**src/rtl/pe_graph_top.sv**
```systemverilog
// pe_graph_top
// -----------------------------------------------------------------------------
// Two-PE dataflow tile: a multiplier PE (a*b) and an adder PE (c+d), each
// with a one-entry result register, feeding a combinational 2x2 output
// switch (sw0) steered by a live route table.
//
// Handshake rule, used on every stream: a word moves on a rising clock edge
// where both valid and ready are high. Valid never depends on ready. Ready
// may depend on valid: each operand's ready needs its partner operand to be
// valid, because a PE consumes both operands together.
//
// Ports
//   clk, rst_n                     clock, asynchronous active-low reset
//   a_*/b_*                        multiplier operand streams (32-bit)
//   c_*/d_*                        adder operand streams (32-bit)
//   out0_*/out1_*                  switch output streams (32-bit)
//   sw0_cfg_route_table[3:0]       bit 2*o+i set: output o takes switch input i
//                                  (input 0 = multiplier, input 1 = adder)
//   error_valid, error_code[15:0]  sticky configuration error report
//
// Build option
//   PE_GRAPH_TOP_ERRCHK_EN  defined: rows with both bits set are flagged
//                           (code 16'h0001), drive valid 0 and never drain.
//                           undefined: error outputs are tied to 0 and a
//                           multi-hot row selects the multiplier.
// -----------------------------------------------------------------------------
module pe_graph_top (
    input  logic        clk,
    input  logic        rst_n,
    input  logic        a_valid,
    output logic        a_ready,
    input  logic [31:0] a_data,
    input  logic        b_valid,
    output logic        b_ready,
    input  logic [31:0] b_data,
    input  logic        c_valid,
    output logic        c_ready,
    input  logic [31:0] c_data,
    input  logic        d_valid,
    output logic        d_ready,
    input  logic [31:0] d_data,
    output logic        out0_valid,
    input  logic        out0_ready,
    output logic [31:0] out0_data,
    output logic        out1_valid,
    input  logic        out1_ready,
    output logic [31:0] out1_data,
    input  logic [3:0]  sw0_cfg_route_table,
    output logic        error_valid,
    output logic [15:0] error_code
);

    logic        mul_v, add_v;
    logic [31:0] mul_r, add_r;

    // Resolved per-output source selects; index is the output number.
    logic [1:0]  sel_mul, sel_add;
    logic [1:0]  out_rdy;

    logic        mul_drain, add_drain;
    logic        mul_free, add_free;
    logic        mul_fire, add_fire;

    assign out_rdy = {out1_ready, out0_ready};

`ifdef PE_GRAPH_TOP_ERRCHK_EN
    logic [1:0] row_bad;

    // A multi-hot row selects nothing, so it shows valid 0 and never
    // contributes to draining either PE.
    always_comb begin
        row_bad[0] = sw0_cfg_route_table[0] & sw0_cfg_route_table[1];
        row_bad[1] = sw0_cfg_route_table[2] & sw0_cfg_route_table[3];
        sel_mul[0] = sw0_cfg_route_table[0] & ~row_bad[0];
        sel_add[0] = sw0_cfg_route_table[1] & ~row_bad[0];
        sel_mul[1] = sw0_cfg_route_table[2] & ~row_bad[1];
        sel_add[1] = sw0_cfg_route_table[3] & ~row_bad[1];
    end

    logic        err_v;
    logic [15:0] err_code_r;

    // Sticky: only the first error code is kept until reset.
    always_ff @(posedge clk or negedge rst_n) begin
        if (!rst_n) begin
            err_v      <= 1'b0;
            err_code_r <= 16'h0000;
        end else if (!err_v && (|row_bad)) begin
            err_v      <= 1'b1;
            err_code_r <= 16'h0001;
        end
    end

    assign error_valid = err_v;
    assign error_code  = err_code_r;
`else
    // Multi-hot rows fall back to input 0 (multiplier) by fixed priority.
    always_comb begin
        sel_mul[0] = sw0_cfg_route_table[0];
        sel_add[0] = sw0_cfg_route_table[1] & ~sw0_cfg_route_table[0];
        sel_mul[1] = sw0_cfg_route_table[2];
        sel_add[1] = sw0_cfg_route_table[3] & ~sw0_cfg_route_table[2];
    end

    assign error_valid = 1'b0;
    assign error_code  = 16'h0000;
`endif

    // A PE drains only when it is routed somewhere and every output that
    // selects it is ready in the same cycle (covers broadcast).
    assign mul_drain = mul_v & (|sel_mul) & (&(~sel_mul | out_rdy));
    assign add_drain = add_v & (|sel_add) & (&(~sel_add | out_rdy));

    // Free includes same-cycle drain, giving one result per cycle per PE.
    assign mul_free  = ~mul_v | mul_drain;
    assign add_free  = ~add_v | add_drain;

    assign a_ready   = b_valid & mul_free;
    assign b_ready   = a_valid & mul_free;
    assign c_ready   = d_valid & add_free;
    assign d_ready   = c_valid & add_free;

    assign mul_fire  = a_valid & b_valid & mul_free;
    assign add_fire  = c_valid & d_valid & add_free;

    always_ff @(posedge clk or negedge rst_n) begin
        if (!rst_n) begin
            mul_v <= 1'b0;
            mul_r <= 32'h0;
        end else if (mul_fire) begin
            mul_v <= 1'b1;
            mul_r <= a_data * b_data;
        end else if (mul_drain) begin
            mul_v <= 1'b0;
        end
    end

    always_ff @(posedge clk or negedge rst_n) begin
        if (!rst_n) begin
            add_v <= 1'b0;
            add_r <= 32'h0;
        end else if (add_fire) begin
            add_v <= 1'b1;
            add_r <= c_data + d_data;
        end else if (add_drain) begin
            add_v <= 1'b0;
        end
    end

    // Output switch: at most one select per row is set after resolution.
    always_comb begin
        out0_valid = (sel_mul[0] & mul_v) | (sel_add[0] & add_v);
        out1_valid = (sel_mul[1] & mul_v) | (sel_add[1] & add_v);
        out0_data  = 32'h0;
        out1_data  = 32'h0;
        if (sel_mul[0])      out0_data = mul_r;
        else if (sel_add[0]) out0_data = add_r;
        if (sel_mul[1])      out1_data = mul_r;
        else if (sel_add[1]) out1_data = add_r;
    end

endmodule

```
**config.mk**
```make
export PLATFORM = sky130hd
export DESIGN_NAME = pe_graph_top
export DESIGN_NICKNAME = d
export VERILOG_FILES = /design/src/rtl/pe_graph_top.sv
export SDC_FILE = /design/constraint.sdc
export NUM_CORES = 1
export LEC_CHECK = 0
export ABC_CLOCK_PERIOD_IN_PS = 3200
export CORE_MARGIN = 4
export CORE_UTILIZATION = 60
export DETAILED_ROUTE_END_ITERATION = 8
export GPL_TIMING_DRIVEN = 0
export HOLD_SLACK_MARGIN = 0.06
export PLACE_DENSITY = 0.91
export SYNTH_ARGS = -nofsm -noshare
export SYNTH_HDL_FRONTEND = slang
export SYNTH_SLANG_ARGS = --single-unit
```
**constraint.sdc**
```tcl
create_clock -name clk -period 3.2 [get_ports clk]
set_clock_uncertainty 0.1 [all_clocks]
set_input_delay 0.64 -clock clk [delete_from_list [all_inputs] [get_ports clk]]
set_output_delay 0.64 -clock clk [all_outputs]
set_load 0.03 [all_outputs]
```
==> parameters.txt <==
Parameter                              Value

Status
  Run status    finished with violations
  Violations in the final reports    negative setup slack

Setup path
  Critical path launch point type    input pin
  Critical path peak fanout    6
  Cell depth of the worst flop-to-flop path    7
  Required time reported for the critical path endpoint    3.36 ns
  Endpoint of the worst register-to-register path    mul_r[23]
  Critical path, cell by cell    buf_8 -> clkbuf_8 -> buf_4 -> and2_1 -> fa_1 -> inv_1 -> fa_1 -> fa_1 -> fa_1 -> inv_1 -> fa_1 -> inv_1 -> fa_1 -> fa_2 -> fa_1 -> inv_1 -> ha_4 -> o21ai_0 -> o21ai_1 -> a21oi_2 -> o221ai_4 -> a211oi_2 -> or3_1 -> a31oi_1
  Beginning of the worst register-to-register path    mul_v
  Longest individual stage delay on the worst path    0.57 ns
  Critical Path Sink Type    register
  Slowest CP cell    sky130_fd_sc_hd__fa_1
  Setup Crit Path Kind    in -> reg
  Register-to-register path setup slack    0.82 ns
  CP arrival    7.48 ns
  CP most frequent cell    sky130_fd_sc_hd__fa_1

STA
  Number of failing setup endpoints in the final timing report    28
  Worst-margin pin slew    0.895 ns
  Final Hold Violating Endpoints    0
  Final critical path time including I/O delays and setup    7.31 ns
  Worst Slack Setup Final    -4.11 ns
  Final slew viol count    0
  RSZ-0062 raised after global routing    true
  Final worst-path cycle share    2.29
  Setup TNS    -85.68 ns
  Peak Freq    0.137 GHz
  Max-slew headroom    0.403

Synthesis
  Synthesized-area fraction occupied by ao, oa, aoi and oai cells    0.0912
  Number of synthesis warnings    0
  Share of synthesized area spent on multiplexers    0.000974
  Top cells by area, synth    sky130_fd_sc_hd__fa_1, sky130_fd_sc_hd__ha_1, sky130_fd_sc_hd__and2_1
  Proportion of register bits with asynchronous set or reset after synthesis    1.00
  Post-Syn Area    0.0205 mm^2
  Post-synthesis sequential area ratio    0.0804
  Synthesized area per cell    8.69 um^2
  FF+latch count, synth    66
  Number of distinct library cells after synthesis    59
  Top-count cell post-synth    sky130_fd_sc_hd__nand2_1
  Top cell type's share of synthesized area    0.399
  Count of flip-flops with a built-in enable after synthesis    0
  Area fraction in and, or, nand and nor cells after synthesis    0.186
  Post-synthesis cell type with the largest combined area    sky130_fd_sc_hd__fa_1
  Combinational family with the most area after synthesis    adder cells
  Top cells by instance count after synthesis    sky130_fd_sc_hd__nand2_1, sky130_fd_sc_hd__inv_1, sky130_fd_sc_hd__fa_1
  Mapped Cells    2365
  Prevailing post-synth register cell    sky130_fd_sc_hd__dfrtp_1
  Xor and xnor fraction of the mapped netlist area    0.0445
  Post-Synth Adder-Cell Area    0.492

Drt
  Highest routing layer actually used    met5
  Average detailed-routed wire length per instance    26.6 um
  Routed via count divided by cell count    6.29
  Length of routed wiring on met1    26800 um
  DRC viols    0
  Total Wirelength    83700 um
  Met2 wire length    37000 um
  Routed met3 length    12400 um
  Count of routing violations after the opening detailed-route iteration    2386
  1st-pass router iterations    8
  Number of nets with antenna violations after detailed routing    0
  Number of vias in the routed layout    19817

Clock tree
  Reg clk slew, reported paths    0.07 ns
  Clock latency of the later-clocked register in the worst-skew pair    0.34 ns
  H-tree levels    3
  CTS root buffer    sky130_fd_sc_hd__clkbuf_16
  CTS tree    yes
  Maximum buffer depth of the clock tree    2
  CTS Buf Count    9
  Number of sinks on the clock net    66
  Hold-fix buffers, CTS    0

GRT
  Pin count of the biggest net entering global routing    67
  Grt ovf    0
  Global-route wire length before repair    118000 um
  GRT Resource Usage Total    0.423
  Vias in the first global route    20750
  Initial antenna violation count    7

Floorplan
  Die Outline Area    0.0373 mm^2
  Floorplan core area    0.0336 mm^2
  Die span in x    193 um
  Y dimension of the die    193 um
  Placement Rows    67
  Starting density of the core    0.611
  Ports placed on the boundary    227

Placed design
  Port Buffer Count    200
  Half-perimeter wire length after detailed placement    58700 um
  Routability Congestion    1.02
  DP Worst Slack    -5.46 ns
  Area after detailed placement    0.0238 mm^2

Flow run
  Count of max-cap constraint violations    0

Final layout
  Area used by sequential logic in the layout    0.00165 mm^2
  Area occupied by multi-input gates    0.0182 mm^2
  Area growth from synthesis to final layout    29.8%
  Final cell area excluding filler cells    0.0267 mm^2
  Final Net Count    3391
  Layout cells sized above 1    0.200
  # fillers    2013

Min path
  Hold Crit Class    in -> async
==> layout make-up <==
| cell class | count | share of cell area |
|---|---|---|
| timing repair buffer | 300 | 0.104 |
| clock buffer | 9 | 0.00845 |
| multi-input combinational | 1765 | 0.684 |
| tap | 448 | 0.0210 |
| inverter | 411 | 0.0580 |
| clock inverter | 7 | 0.00225 |
| antenna | 9 | 0.000845 |
| buffer | 135 | 0.0594 |
| sequential | 66 | 0.0619 |
==> cells in the final DEF, fill, tap and decap left out, types with 35 or more instances in the layout <==
| cell | instances |
|---|---|
| sky130_fd_sc_hd__and2_1 | 252 |
| sky130_fd_sc_hd__ha_1 | 100 |
| sky130_fd_sc_hd__xnor2_1 | 58 |
| sky130_fd_sc_hd__clkbuf_8 | 35 |
| sky130_fd_sc_hd__clkdlybuf4s50_1 | 77 |
| sky130_fd_sc_hd__o21ai_0 | 65 |
| sky130_fd_sc_hd__inv_1 | 375 |
| sky130_fd_sc_hd__inv_2 | 35 |
| sky130_fd_sc_hd__a22o_1 | 35 |
| sky130_fd_sc_hd__dlygate4sd2_1 | 57 |
| sky130_fd_sc_hd__buf_4 | 102 |
| sky130_fd_sc_hd__fa_2 | 42 |
| sky130_fd_sc_hd__dfrtp_1 | 66 |
| sky130_fd_sc_hd__fa_1 | 367 |
| sky130_fd_sc_hd__nand2_1 | 404 |
| sky130_fd_sc_hd__ha_4 | 51 |
==> how the worst max path moves through the flow <==
stage	start	end	slack, ns	cells after the start
floorplan	b_data[4]	mul_r[31]	-3.65	24
global placement	a_data[5]	mul_r[31]	-5.44	24
detailed placement	a_data[5]	mul_r[31]	-5.46	24
CTS	b_data[3]	mul_r[31]	-3.90	25
global route	b_data[2]	mul_r[30]	-4.26	24
finish	b_data[2]	mul_r[30]	-4.11	24
==> critical path, delay by kind of cell <==
family,cells,cell delay [ns]
adder cells (fa/ha/maj),9,4.48
AO/OA/AOI/OAI,6,1.11
AND/OR/NAND/NOR,2,0.54
buffers and inverters,7,0.69
==> registers in the layout (all words and copies together) (netlist names) <==
| name | count |
|---|---|
| add_v | 1 |
| mul_r | 32 |
| mul_v | 1 |
| add_r | 32 |
==> cells by family after synthesis <==
kind of cell               Yosys count
DFF                                 66
xor gates and xnor gates           102
buffers and inverters              550
other                                1
adders and majority gates          563
muxes                                2
and+or+nand+nor                    792
AOI/OAI and AO/OA                  289
==> metrics by stage <==
stage                     hold WS, ns  utilization  cells
after floorplan                 0.244            -   2381
after global placement          0.385        0.708   3029
after detailed placement        0.394        0.708   3029
after CTS                       0.348        0.774   3127
after global routing            0.386        0.793   3143
final                           0.316        0.793   3150
==> timing repair <==
item	CTS	global route
setup buffers	82	18
cloned	0	0
gates resized for setup	614	191
pin swaps	146	87
setup endpoints to repair	111	57
==> routing by layer <==
layer  up-vias  track usage
met4         2        0.258
li1       7850            -
met3       556        0.143
met2      1814        0.662
met5         -            0
met1      9595        0.509
Power is left out: the tool's default activity adds up to more than one toggle a clock period on the data nets, which glitch-free logic cannot reach.
